### config.mk
export PLATFORM = sky130hd
export DESIGN_NAME = div_r4_seq
export DESIGN_NICKNAME = d
export VERILOG_FILES = /design/src/rtl/div_r4_seq.sv
export SDC_FILE = /design/constraint.sdc
export NUM_CORES = 1
export LEC_CHECK = 0
export BUFFER_PORTS_ARGS = -buffer_cell sky130_fd_sc_hd__buf_2
export CAP_MARGIN = 30
export CELL_PAD_IN_SITES_DETAIL_PLACEMENT = 0
export CELL_PAD_IN_SITES_GLOBAL_PLACEMENT = 1
export CORE_ASPECT_RATIO = 0.8
export CORE_MARGIN = 4
export CORE_UTILIZATION = 48
export CTS_BUF_LIST = sky130_fd_sc_hd__clkbuf_8
export CTS_CLUSTER_SIZE = 30
export DETAILED_ROUTE_END_ITERATION = 12
export PLACE_DENSITY_LB_ADDON = 0.15
export SLEW_MARGIN = 20
export SYNTH_ARGS = -nofsm -noshare
export SYNTH_HDL_FRONTEND = slang
export SYNTH_SLANG_ARGS = --single-unit
### constraint.sdc
create_clock -name clk -period 10.5 [get_ports clk]
set_input_delay 2.1 -clock clk [delete_from_list [all_inputs] [get_ports clk]]
set_output_delay 2.1 -clock clk [all_outputs]
set_load 0.005 [all_outputs]
### src/rtl/div_r4_seq.sv
// Sequential signed radix-4 divider: 32-bit dividend by 11-bit divisor.
// Two quotient bits per cycle on magnitudes, sign fix-up in a final cycle.
// The quotient truncates toward zero and the remainder takes the dividend's sign.
module div_r4_seq #(
    parameter int DW = 32,
    parameter int CW = 11
) (
    input  logic          clk,
    input  logic          rst,
    input  logic          start,
    input  logic [DW-1:0] x,
    input  logic [CW-1:0] y,
    output logic          busy,
    output logic          done,
    output logic [DW-1:0] q,
    output logic [CW-1:0] r,
    output logic          dz,
    output logic          ovf
);

    localparam logic [DW-1:0] QMAX = {1'b0, {(DW-1){1'b1}}};
    localparam logic [DW-1:0] QMIN = {1'b1, {(DW-1){1'b0}}};

    typedef enum logic [1:0] {IDLE, CALC, FIX} state_t;

    state_t          state;
    logic [3:0]      cnt;
    logic            sx;
    logic            sy;
    logic            zdiv;
    logic [DW-1:0]   ax;
    logic [DW-1:0]   qm;
    logic [CW-1:0]   ay;
    logic [CW-1:0]   rem;

    logic [CW+1:0]   rp;
    logic [CW+1:0]   ay1;
    logic [CW+1:0]   ay2;
    logic [CW+1:0]   ay3;
    logic [CW+1:0]   rnext;
    logic [1:0]      k;

    // Magnitude of a two's-complement value; the most negative value maps to 2^(W-1).
    function automatic logic [DW-1:0] abs_dw(input logic [DW-1:0] v);
        return v[DW-1] ? (~v + 1'b1) : v;
    endfunction

    function automatic logic [CW-1:0] abs_cw(input logic [CW-1:0] v);
        return v[CW-1] ? (~v + 1'b1) : v;
    endfunction

    // Conditional negation used to restore signs on the magnitude results.
    function automatic logic [DW-1:0] neg_dw(input logic [DW-1:0] v, input logic neg);
        return neg ? (~v + 1'b1) : v;
    endfunction

    function automatic logic [CW-1:0] neg_cw(input logic [CW-1:0] v, input logic neg);
        return neg ? (~v + 1'b1) : v;
    endfunction

    // Signed quotient with saturation: a positive result of 2^(DW-1) clips to QMAX.
    function automatic logic [DW-1:0] sat_quot(input logic [DW-1:0] m, input logic neg);
        if (!neg && m == QMIN) return QMAX;
        return neg_dw(m, neg);
    endfunction

    // Radix-4 digit selection: largest k in 0..3 with k*ay <= shifted partial remainder.
    always_comb begin
        rp    = {rem, ax[DW-1:DW-2]};
        ay1   = {2'b00, ay};
        ay2   = {1'b0, ay, 1'b0};
        ay3   = ay2 + ay1;
        k     = 2'd0;
        rnext = rp;
        if (rp >= ay3) begin
            k     = 2'd3;
            rnext = rp - ay3;
        end else if (rp >= ay2) begin
            k     = 2'd2;
            rnext = rp - ay2;
        end else if (rp >= ay1) begin
            k     = 2'd1;
            rnext = rp - ay1;
        end
    end

    // Control FSM, iteration datapath and registered results.
    always_ff @(posedge clk) begin
        if (rst) begin
            state <= IDLE;
            cnt   <= 4'd0;
            busy  <= 1'b0;
            done  <= 1'b0;
            q     <= '0;
            r     <= '0;
            dz    <= 1'b0;
            ovf   <= 1'b0;
        end else begin
            done <= 1'b0;
            case (state)
                IDLE: begin
                    if (start) begin
                        sx    <= x[DW-1];
                        sy    <= y[CW-1];
                        ax    <= abs_dw(x);
                        ay    <= abs_cw(y);
                        rem   <= '0;
                        qm    <= '0;
                        cnt   <= 4'd0;
                        zdiv  <= (y == '0);
                        busy  <= 1'b1;
                        state <= (y == '0) ? FIX : CALC;
                    end
                end
                CALC: begin
                    // rnext < ay <= 2^(CW-1), so the low CW bits hold it exactly
                    rem <= rnext[CW-1:0];
                    qm  <= {qm[DW-3:0], k};
                    ax  <= {ax[DW-3:0], 2'b00};
                    cnt <= cnt + 4'd1;
                    if (cnt == 4'd15) state <= FIX;
                end
                FIX: begin
                    done  <= 1'b1;
                    busy  <= 1'b0;
                    state <= IDLE;
                    if (zdiv) begin
                        q   <= sx ? QMIN : QMAX;
                        r   <= '0;
                        dz  <= 1'b1;
                        ovf <= 1'b0;
                    end else if (!(sx ^ sy) && qm == QMIN) begin
                        q   <= sat_quot(qm, 1'b0);
                        r   <= '0;
                        dz  <= 1'b0;
                        ovf <= 1'b1;
                    end else begin
                        q   <= sat_quot(qm, sx ^ sy);
                        r   <= neg_cw(rem, sx);
                        dz  <= 1'b0;
                        ovf <= 1'b0;
                    end
                end
                default: state <= IDLE;
            endcase
        end
    end

endmodule

==> results by group <==
Outcome
  • Outcome: finished, final reports clean

CTS
  • Number of sinks handled by clock tree synthesis: 142
  • Cell chosen for the clock root: sky130_fd_sc_hd__clkbuf_8
  • CTS tree: built
  • Number of buffers inserted for hold repair after clock tree synthesis: 0
  • Deepest clock path buffer count: 2
  • Clk_lat worst skew: 0.45 ns
  • CTS clock-pin slew for the worst setup and hold paths: 0.08 ns
  • Number of levels in the clock H-tree: 4
  • Quantity of gates resized following cts: 0
  • Post-CTS setup buffer count: 0
  • Number of CTS-inserted buffers: 17

Worst setup path
  • Startpoint of the worst register-to-register path: ay[1]$_DFFE_PP_
  • Critical Path AT: 4.91 ns
  • Timing startpoint of the critical path: ay[1]$_DFFE_PP_
  • Endpoint of the lowest-slack register-to-register path: rem[0]$_SDFFCE_PN0P_
  • Crit path capture: rem[0]$_SDFFCE_PN0P_
  • Startpoint kind of the worst setup timing path: register
  • Worst setup path category: reg -> reg
  • Path depth of the worst reg2reg path: 17
  • Slack of the worst reg-to-reg path: 5.74 ns
  • Endpoint required time on the critical path: 10.65 ns
  • Crit path max fanout: 22
  • Capturing element type of the critical path: register

Timing
  • Pin slew with the least headroom to its limit: 0.972 ns
  • RSZ-0062 raised after global routing: no
  • Post-layout minimum cycle time: 4.76 ns
  • Final setup violation count: 0
  • Hold Violations, Final: 0
  • Final-layout worst hold slack: 0.460 ns
  • Max Clock Freq: 0.210 GHz
  • Total Negative Setup Slacks: 0 ns
  • Clock Skews: 0.0124 ns
  • Tcrit/Tclk final: 45.3%
  • Relative slew slack: 35.2%
  • Max Transition Viols Final: 0

Floorplanning
  • Initial Util: 49.5%
  • Die ar.: 21300 um2
  • I/O pins: 93
  • Horizontal extent of the die: 162 um
  • Site Rows: 44
  • Core region area: 18400 um2
  • Vertical die dimension: 131 um

Placed design
  • Routability congestion estimate: 0.851
  • Half-perimeter wire length after placement: 16000 um
  • Buffers added on ports: 92

Global routing
  • Pin count of the biggest net entering global routing: 82
  • Aggregate global-route resource usage: 20.2%
  • Final global-route overflow total: 0
  • Antenna violations before repair: 0
  • Global-route wire length before repair: 35300 um
  • Via count of the first global-routing pass: 6681

Logic synthesis
  • Main area contributors after synthesis: sky130_fd_sc_hd__edfxtp_1 (29%), sky130_fd_sc_hd__dfxtp_1 (12%), sky130_fd_sc_hd__ha_1 (6.9%)
  • Number of unique standard cell types used by synthesis: 62
  • Syn_nets: 1087
  • Area leader, netlist: sky130_fd_sc_hd__edfxtp_1
  • Async set-or-reset flop fraction in the synthesized netlist: 0%
  • Portion of synthesized cell area occupied by the leading cell type: 29.3%
  • Yosys synthesis warning count: 0
  • Yosys reg bits: 142
  • Proportion of synthesized chip area in sequential cells: 41.0%
  • Most frequently used flop master after synthesis: sky130_fd_sc_hd__edfxtp_1
  • Post-Syn Area: 9110 um2
  • Mean Syn Cell Area: 9.23 um2
  • EDFF count, synth: 89
  • Synthesized instance count: 987

Drt
  • Routed len/inst: 16.3 um
  • Detailed-route DRC error count: 0
  • Pre-antenna DRT Iters: 5
  • Total number of vias: 7394
  • Antenna Violating Nets Remaining: 0
  • Wire length reported by the detailed router: 21700 um
  • Average vias per placed instance: 5.54
  • Iteration-0 DRC count of the detailed router: 630

Pwr
  • P_leak: 4.06 nW
  • Largest voltage drop on the vdd net: 0.0857 mV
  • Power per standard cell area: 147 nW/um2

Flow run
  • Count of maximum capacitance violations: 0

Layout
  • Fill cell total of the finished layout: 1730
  • Commonest cells after routing, fill and taps aside: sky130_fd_sc_hd__buf_2 (92), sky130_fd_sc_hd__edfxtp_1 (89), sky130_fd_sc_hd__nand2_1 (85)
  • Share of post-route cells with drive strength above 1: 14.6%
  • Antenna Cells: 0
  • Most frequent standard cell in the layout excluding fill and tap cells: sky130_fd_sc_hd__buf_2
  • Synthesis-to-finish area growth: 12.0%
  • Count of nets after finishing: 1168

Min path
  • Class of the tightest hold or removal check: reg -> reg
-- where the power goes --
| part | switching (mW) | internal (mW) |
|---|---|---|
| clock | 0.236 | 0.171 |
| combinational | 0.245 | 0.172 |
| sequential | 0.0382 | 0.643 |
| total | 0.519 | 0.985 |
-- synthesized netlist by cell type, types with 13 or more instances --
library cell                n
sky130_fd_sc_hd__nand2b_1  17
sky130_fd_sc_hd__inv_1     37
sky130_fd_sc_hd__o31ai_1   16
sky130_fd_sc_hd__nor3_1    38
sky130_fd_sc_hd__nand2_1   85
sky130_fd_sc_hd__dfxtp_1   53
sky130_fd_sc_hd__nor2_1    81
sky130_fd_sc_hd__and2_1    29
sky130_fd_sc_hd__a21oi_1   56
sky130_fd_sc_hd__edfxtp_1  89
sky130_fd_sc_hd__clkbuf_1  35
sky130_fd_sc_hd__xnor2_1   51
sky130_fd_sc_hd__nand3_1   15
sky130_fd_sc_hd__nor2b_1   14
sky130_fd_sc_hd__a22oi_1   14
sky130_fd_sc_hd__o21ai_1   13
sky130_fd_sc_hd__o21ai_0   83
sky130_fd_sc_hd__xor2_1    53
sky130_fd_sc_hd__ha_1      50
-- routing by layer --
layer	part of all wire, %	vias up	track usage [%]
met3	5.5	12	3.82
li1	-	3791	-
met5	0	-	0
met1	57	3381	34.3
met2	37	210	26.0
met4	0.71	0	4.04
-- worst min-delay path by stage --
stage	start	end	slack, ns	cells after the start
4_1_cts	dz$_SDFFE_PP0P_	dz$_SDFFE_PP0P_	0.46	2
3_5_place_dp	dz$_SDFFE_PP0P_	dz$_SDFFE_PP0P_	0.45	2
6_report	dz$_SDFFE_PP0P_	dz$_SDFFE_PP0P_	0.46	2
2_1_floorplan	busy$_SDFFE_PP0P_	busy$_SDFFE_PP0P_	0.45	2
5_1_grt	busy$_SDFFE_PP0P_	busy$_SDFFE_PP0P_	0.48	2
3_3_place_gp	dz$_SDFFE_PP0P_	dz$_SDFFE_PP0P_	0.45	2
-- critical path: stages, from the launching register on --
cell	delay [ns]
sky130_fd_sc_hd__edfxtp_1	0.51
sky130_fd_sc_hd__ha_1	0.34
sky130_fd_sc_hd__a21o_1	0.15
sky130_fd_sc_hd__a21oi_1	0.21
sky130_fd_sc_hd__o21ai_0	0.14
sky130_fd_sc_hd__a2111oi_0	0.66
sky130_fd_sc_hd__o31ai_1	0.19
sky130_fd_sc_hd__a21oi_1	0.20
sky130_fd_sc_hd__xnor2_1	0.09
sky130_fd_sc_hd__ha_1	0.39
sky130_fd_sc_hd__nand2_1	0.08
sky130_fd_sc_hd__or4_1	0.53
sky130_fd_sc_hd__a21oi_1	0.29
sky130_fd_sc_hd__a211oi_2	0.06
sky130_fd_sc_hd__buf_4	0.22
sky130_fd_sc_hd__a21boi_0	0.18
sky130_fd_sc_hd__nor2b_1	0.18
sky130_fd_sc_hd__a211oi_1	0.06
-- cells by family (layout without fill, tap and decap cells) --
family,count (synthesis),count (layout),synth area share [%]
simple gates,333,333,18.3
xor+xnor,104,104,10.0
buf+inv,77,171,3.20
flops,142,142,41.0
fa+ha+maj,54,54,7.75
mux,8,8,0.906
compound gates,269,269,18.9
-- through the flow --
stage / cells / setup WS [ns] / instance area, um2 / utilization, % / power [mW]
floorplan: 987 / 2.45 / 9110 / - / 0.992
global placement: 1299 / 5.71 / 9810 / 53.4 / 1.10
detailed placement: 1299 / 5.69 / 9810 / 53.4 / 1.10
CTS: 1331 / 5.73 / 10200 / 55.3 / 1.51
global route: 1334 / 5.18 / 10200 / 55.5 / 1.60
finish: 1334 / 5.74 / 10200 / 55.5 / 1.50
-- flip-flops by register name, summed over array words and instances, names as in the netlist --
name / cells
zdiv: 1
sx: 1
done: 1
qm: 32
ovf: 1
busy: 1
state: 2
dz: 1
q: 32
ay: 11
ax: 32
rem: 11
cnt: 4
r: 11
sy: 1
-- final cells by class --
class / instances / area [um2] / area share [%]
clock buffers: 17 / 234 / 2.29
clock inverters: 15 / 124 / 1.21
inverters: 37 / 139 / 1.36
multi-input cells: 768 / 5110 / 50.1
flip-flops and latches: 142 / 3730 / 36.6
well taps: 253 / 317 / 3.10
repair buffers: 102 / 546 / 5.35
Power figures use the tool's default switching activity.
